[config.mk]
export PLATFORM = sky130hd
export DESIGN_NAME = gauss_stream_ctrl
export DESIGN_NICKNAME = d
export VERILOG_FILES = /design/src/rtl/gauss_stream_ctrl_pkg.sv /design/src/rtl/gauss_stream_ctrl_kernel.sv /design/src/rtl/gauss_stream_ctrl.sv
export SDC_FILE = /design/constraint.sdc
export NUM_CORES = 1
export LEC_CHECK = 0
export BUFFER_PORTS_ARGS = -buffer_cell sky130_fd_sc_hd__buf_4
export CAP_MARGIN = 30
export CORE_MARGIN = 2
export CORE_UTILIZATION = 30
export CTS_CLUSTER_SIZE = 8
export DETAILED_ROUTE_END_ITERATION = 12
export MAX_ROUTING_LAYER = met4
export SLEW_MARGIN = 20
export SYNTH_ARGS = -nofsm -noshare
export SYNTH_HDL_FRONTEND = slang
export SYNTH_SLANG_ARGS = --single-unit
[constraint.sdc]
create_clock -name clk -period 6 [get_ports clk]
set_clock_uncertainty 0.05 [all_clocks]
set_input_delay 0 -clock clk [delete_from_list [all_inputs] [get_ports clk]]
set_output_delay 0 -clock clk [all_outputs]
set_load 0.02 [all_outputs]
[src/rtl/gauss_stream_ctrl_pkg.sv]
// Shared definitions for the Gaussian stream controller.
//   - state_e   : controller FSM states
//   - PIX_W     : pixel width in bits
//   - SUM_W     : width of the weighted 3x3 sum (max 16*255 = 4080)
//   - KERNEL_W  : 3x3 kernel weights, row-major, element index r*3+c
//   - weighted(): one pixel times one weight, widened to the sum width
package gauss_stream_ctrl_pkg;

    localparam int PIX_W = 8;
    localparam int SUM_W = 12;
    localparam int WT_W  = 3;

    typedef enum logic [1:0] {
        ST_IDLE  = 2'd0,
        ST_RUN   = 2'd1,
        ST_FLUSH = 2'd2,
        ST_DONE  = 2'd3
    } state_e;

    // 1 2 1 / 2 4 2 / 1 2 1 ; weights sum to 16, so sum[11:4] is the mean
    localparam logic [8:0][WT_W-1:0] KERNEL_W = {
        3'd1, 3'd2, 3'd1,
        3'd2, 3'd4, 3'd2,
        3'd1, 3'd2, 3'd1
    };

    function automatic logic [SUM_W-1:0] weighted(input logic [PIX_W-1:0] p,
                                                  input logic [WT_W-1:0]  w);
        return SUM_W'(p) * SUM_W'(w);
    endfunction

endpackage

[src/rtl/gauss_stream_ctrl_kernel.sv]
// gauss_kernel: 3x3 weighted sum with a registered, back-pressured output.
// Ports:
//   clk, rst   clock / async active-high reset
//   load_i     capture a new result from win_i (takes priority over pop_i)
//   last_i     frame-final marker carried alongside the result
//   pop_i      downstream ready; clears the output slot when nothing loads
//   win_i      3x3 window, element (r,c) at bits [(r*3+c)*PIX_W +: PIX_W]
//   valid_o    output slot holds a result
//   pixel_o    blurred pixel, sum truncated to its top PIX_W bits
//   last_o     result is the final pixel of the frame
module gauss_kernel
    import gauss_stream_ctrl_pkg::*;
(
    input  logic                 clk,
    input  logic                 rst,
    input  logic                 load_i,
    input  logic                 last_i,
    input  logic                 pop_i,
    input  logic [9*PIX_W-1:0]   win_i,
    output logic                 valid_o,
    output logic [PIX_W-1:0]     pixel_o,
    output logic                 last_o
);

    logic [SUM_W-1:0] sum_d;
    logic             valid_q;
    logic [PIX_W-1:0] pixel_q;
    logic             last_q;

    always_comb begin
        sum_d = '0;
        for (int k = 0; k < 9; k++) begin
            sum_d = sum_d + weighted(win_i[k*PIX_W +: PIX_W], KERNEL_W[k]);
        end
    end

    // The controller only loads when the slot is empty or being popped,
    // so a load never overwrites an unconsumed result.
    always_ff @(posedge clk or posedge rst) begin
        if (rst) begin
            valid_q <= 1'b0;
            pixel_q <= '0;
            last_q  <= 1'b0;
        end else if (load_i) begin
            valid_q <= 1'b1;
            pixel_q <= sum_d[SUM_W-1 -: PIX_W];
            last_q  <= last_i;
        end else if (pop_i) begin
            valid_q <= 1'b0;
            last_q  <= 1'b0;
        end
    end

    assign valid_o = valid_q;
    assign pixel_o = pixel_q;
    assign last_o  = last_q;

endmodule

[src/rtl/gauss_stream_ctrl.sv]
// gauss_stream_ctrl: streams a raster IMG_W x IMG_H frame through a 3x3
// Gaussian blur and emits the (IMG_W-2) x (IMG_H-2) interior in raster order.
// Ports:
//   clk, rst          clock / async active-high reset
//   start             one-cycle frame request, honoured only in IDLE
//   s_valid/s_ready   input pixel handshake, s_pixel raster order
//   m_valid/m_ready   output handshake, m_pixel blurred, m_last on final beat
//   busy              high in RUN or FLUSH
//   done              one-cycle pulse after the final output is taken
module gauss_stream_ctrl
    import gauss_stream_ctrl_pkg::*;
#(
    parameter int IMG_W = 8,
    parameter int IMG_H = 8
) (
    input  logic             clk,
    input  logic             rst,
    input  logic             start,
    input  logic             s_valid,
    output logic             s_ready,
    input  logic [PIX_W-1:0] s_pixel,
    output logic             m_valid,
    input  logic             m_ready,
    output logic [PIX_W-1:0] m_pixel,
    output logic             m_last,
    output logic             busy,
    output logic             done
);

    localparam int CW = $clog2(IMG_W);
    localparam int RW = $clog2(IMG_H);
    localparam logic [CW-1:0] COL_MAX = CW'(IMG_W - 1);
    localparam logic [RW-1:0] ROW_MAX = RW'(IMG_H - 1);

    state_e          state_q, state_d;
    logic [CW-1:0]   col_q, col_d;
    logic [RW-1:0]   row_q, row_d;

    logic            accept;
    logic            at_col_end;
    logic            frame_end;
    logic            issue;

    // lb0 holds row-1, lb1 holds row-2, both indexed by column
    logic [PIX_W-1:0] lb0_q [IMG_W];
    logic [PIX_W-1:0] lb1_q [IMG_W];
    logic [2:0][2:0][PIX_W-1:0] win_q, win_d;

    assign accept     = s_valid && s_ready;
    assign at_col_end = (col_q == COL_MAX);
    assign frame_end  = at_col_end && (row_q == ROW_MAX);
    // Line-buffer and window contents are only trusted once two full rows
    // and two columns of the current row are in, so they need no reset.
    assign issue      = accept && (row_q >= RW'(2)) && (col_q >= CW'(2));

    // ---------------- FSM: state register ----------------
    always_ff @(posedge clk or posedge rst) begin
        if (rst) state_q <= ST_IDLE;
        else     state_q <= state_d;
    end

    // ---------------- FSM: next state ----------------
    always_comb begin
        state_d = state_q;
        case (state_q)
            ST_IDLE:  if (start) state_d = ST_RUN;
            ST_RUN:   if (accept && frame_end) state_d = ST_FLUSH;
            ST_FLUSH: if (m_valid && m_ready && m_last) state_d = ST_DONE;
            ST_DONE:  state_d = ST_IDLE;
            default:  state_d = ST_IDLE;
        endcase
    end

    // ---------------- FSM: outputs ----------------
    always_comb begin
        s_ready = (state_q == ST_RUN) && (!m_valid || m_ready);
        busy    = (state_q == ST_RUN) || (state_q == ST_FLUSH);
        done    = (state_q == ST_DONE);
    end

    // ---------------- raster counters ----------------
    always_comb begin
        col_d = col_q;
        row_d = row_q;
        if (state_q == ST_IDLE && start) begin
            col_d = '0;
            row_d = '0;
        end else if (accept) begin
            if (at_col_end) begin
                col_d = '0;
                if (row_q != ROW_MAX) row_d = row_q + 1'b1;
            end else begin
                col_d = col_q + 1'b1;
            end
        end
    end

    always_ff @(posedge clk or posedge rst) begin
        if (rst) begin
            col_q <= '0;
            row_q <= '0;
        end else begin
            col_q <= col_d;
            row_q <= row_d;
        end
    end

    // ---------------- window ----------------
    // win_d is the window including the column being accepted right now;
    // feeding it straight to the kernel gives one-cycle latency to m_valid.
    always_comb begin
        for (int r = 0; r < 3; r++) begin
            win_d[r][0] = win_q[r][1];
            win_d[r][1] = win_q[r][2];
        end
        win_d[0][2] = lb1_q[col_q];
        win_d[1][2] = lb0_q[col_q];
        win_d[2][2] = s_pixel;
    end

    always_ff @(posedge clk) begin
        if (accept) begin
            win_q        <= win_d;
            lb1_q[col_q] <= lb0_q[col_q];
            lb0_q[col_q] <= s_pixel;
        end
    end

    gauss_kernel u_kernel (
        .clk     (clk),
        .rst     (rst),
        .load_i  (issue),
        .last_i  (frame_end),
        .pop_i   (m_ready),
        .win_i   (win_d),
        .valid_o (m_valid),
        .pixel_o (m_pixel),
        .last_o  (m_last)
    );

endmodule

==> results by group <==
Clock network
  • CTS tree: built
  • Worst-Skew Late Latency: 440 ps
  • Clk root buf: clkbuf_16
  • Total CTS buffers: 17
  • CTS max path bufs: 2
  • Clock slew at reported path FFs: 70 ps
  • H-tree depth: 4
  • CTS sink count: 194

Global routing
  • GRT Overall Usage: 0.125
  • Initial antenna violation count: 0
  • Gr ovfl total: 0
  • First-pass GRT wire length: 28,400 µm
  • Largest net degree at the start of global routing: 51
  • Number of global-route vias before repair: 4,943

Critical path
  • Slowest stage delay, CP: 540 ps
  • Crit path top cell by count: fa_1
  • Crit end category: register
  • Crit path required time: 6240 ps
  • Slowest cell on the critical path: fa_1
  • Crit Path Max Fanout: 6
  • Arr. time, crit path: 5680 ps
  • Reg2Reg Depth: 18
  • Flop2flop setup slack: 560 ps
  • Cell chain of the critical path: ha_1, fa_1, a21o_1, a21oi_1, o21bai_1, a21oi_1, xor2_1, fa_1, fa_1, fa_1, fa_1, inv_1, ha_1, a211o_1, a21oi_1, o21ai_2, xnor2_1, o21ai_2
  • Setup CP Type: register to register
  • Critical R2R Capture: u_kernel.pixel_o[6]
  • Type of origin of the critical path: register
  • Worst r2r src: win_d[8]

Cells and area
  • Layout Area Growth over Synthesis: 15.5%
  • Design Area, Final: 10,600 µm²
  • Ratio of cells with drive above 1 in the final layout: 0.171
  • Number of diodes: 0
  • Final #Nets: 746

Timing
  • Slew @ Worst Pin: 815 ps
  • Final Hold Fails: 0
  • Setup TNS: 0 ps
  • RSZ-0062 raised after global routing: no
  • Final Slew Violations: 0
  • Fmax: 0.184 GHz
  • Final setup viols: 0
  • Minimum clock period after layout: 5440 ps
  • Fin crit share: 0.906
  • Rel. slew slack: 0.454

Floorplan
  • Initial core utilization: 0.307
  • Die Wd: 179 µm
  • Full die area: 31,900 µm²
  • I/O Pins: 26
  • Std-Cell Rows: 63
  • Core ar.: 29,800 µm²
  • Die height: 179 µm

Synthesis
  • EDFF count, synth: 176
  • Yosys warns: 0
  • Register area share after synthesis: 0.627
  • Synthesized area per cell: 15.3 µm²
  • Synth Flop Type: edfxtp_1
  • Synth async-reset ratio: 0.0928
  • Mapped Cells: 596
  • Synth cell types: 55
  • Synth Register Bits: 194
  • Syn_nets: 687
  • Mapped Area: 9140 µm²

Min path
  • Hold Crit Class: primary input to register
  • Worst Hold Path EP: col_q[1]
  • Hold Crit Start: s_valid
  • WHS Path Cells: 4

Placement
  • Final GP Congestion: 0.755
  • Placement Cell Area: 9920 µm²
  • HPWL after detailed placement: 12,100 µm
  • I/O Buffers: 25

Route
  • DRT antenna net count: 0
  • Total number of vias: 4,797
  • Final wirelength: 17,900 µm
  • 1st-pass router iterations: 4
  • DR iter-0 viols: 338
  • Via density per instance: 4.54
  • DRC: 0
  • WL per Instance: 16.9 µm

Outcome
  • Status: finished, final reports clean

Flow run
  • Max-Cap Viols: 0
==> synth_stat cells, drive strengths merged (10+ instances only) <==
master / n / area share
edfxtp: 176 / 0.58
ha: 30 / 0.041
a221oi: 11 / 0.011
inv: 77 / 0.032
mux4: 16 / 0.039
nand2: 49 / 0.020
nor2: 20 / 0.0082
fa: 48 / 0.11
a21oi: 21 / 0.011
o21ai: 16 / 0.010
dfrtp: 18 / 0.049
mux2i: 10 / 0.011
buf: 18 / 0.013
==> registers in the layout (all words and copies together) (netlist names) <==
| name | cells |
|---|---|
| col_q | 3 |
| lb0_q | 64 |
| lb1_q | 64 |
| row_q | 3 |
| state_q | 2 |
| u_kernel.last_o | 1 |
| u_kernel.pixel_o | 8 |
| u_kernel.valid_o | 1 |
| win_d | 48 |
==> cell usage in the layout (no fill, tap or decap), drive strengths merged, types with 10 or more instances in the layout <==
| cell | n |
|---|---|
| a221oi | 11 |
| a21oi | 21 |
| edfxtp | 176 |
| dlygate4sd3 | 11 |
| dfrtp | 18 |
| o21ai | 16 |
| mux2i | 10 |
| nor2 | 20 |
| clkbuf | 17 |
| inv | 83 |
| nand2 | 49 |
| buf | 48 |
| fa | 48 |
| mux4 | 16 |
| ha | 30 |
==> worst max path at each step <==
stage / start / end
after global placement: col_q[2] / u_kernel.pixel_o[6]
after floorplan: col_q[0] / u_kernel.pixel_o[5]
after detailed placement: win_d[8] / u_kernel.pixel_o[6]
after global routing: win_d[8] / u_kernel.pixel_o[6]
final: win_d[8] / u_kernel.pixel_o[6]
after CTS: win_d[8] / u_kernel.pixel_o[6]
==> cell families after synthesis <==
family                     count (synthesis)  share of synthesized area
AOI/OAI and AO/OA                         74                     0.0560
buffers and inverters                     96                     0.0447
muxes                                     32                     0.0577
and+or+nand+nor                          108                     0.0547
DFF                                      194                      0.627
adders and majority gates                 78                      0.146
xor gates and xnor gates                  14                     0.0134
==> routing by layer <==
| metal | up-vias | global-route usage | share of wire |
|---|---|---|---|
| met2 | 108 | 0.184 | 0.46 |
| met3 | 8 | 0.0277 | 0.052 |
| met4 | 0 | 0.0308 | 0.0053 |
| met1 | 2426 | 0.174 | 0.48 |
| met5 | - | - | 0 |
| li1 | 2255 | - | - |
==> area by class of cell <==
type,count,area [µm²]
clock buffers,17,425
clock inverters,13,103
fillers,2859,19200
inverters,77,289
multi-input cells,306,3030
flip-flops and latches,194,5740
well taps,390,488
repair buffers,59,495
==> worst max-delay path, delay by kind of cell, from the launching register on <==
kind / cells / cell delay (ps)
adders and majority gates: 7 / 3060
AOI/OAI and AO/OA: 8 / 1400
xor gates and xnor gates: 2 / 350
DFF: 1 / 390
buffers and inverters: 1 / 40
==> through the flow <==
stage           util  hold WS, ps  worst slack [ps]  std cells
2_1_floorplan      -         -111               891        596
3_3_place_gp   0.333          150               612       1015
3_5_place_dp   0.333          160               556       1015
4_1_cts        0.354          132               531       1056
5_1_grt        0.354          181               208       1056
6_report       0.354          148               561       1056
==> what timing repair did <==
item | in CTS | in global routing
hold buffers | 11 | 0
buffers inserted | 0 | 0
resized for setup | 0 | 0
endpoints found under the hold margin | 93 | 0
Power is left out: the tool's default activity adds up to more than one toggle a clock period on the data nets, which glitch-free logic cannot reach.
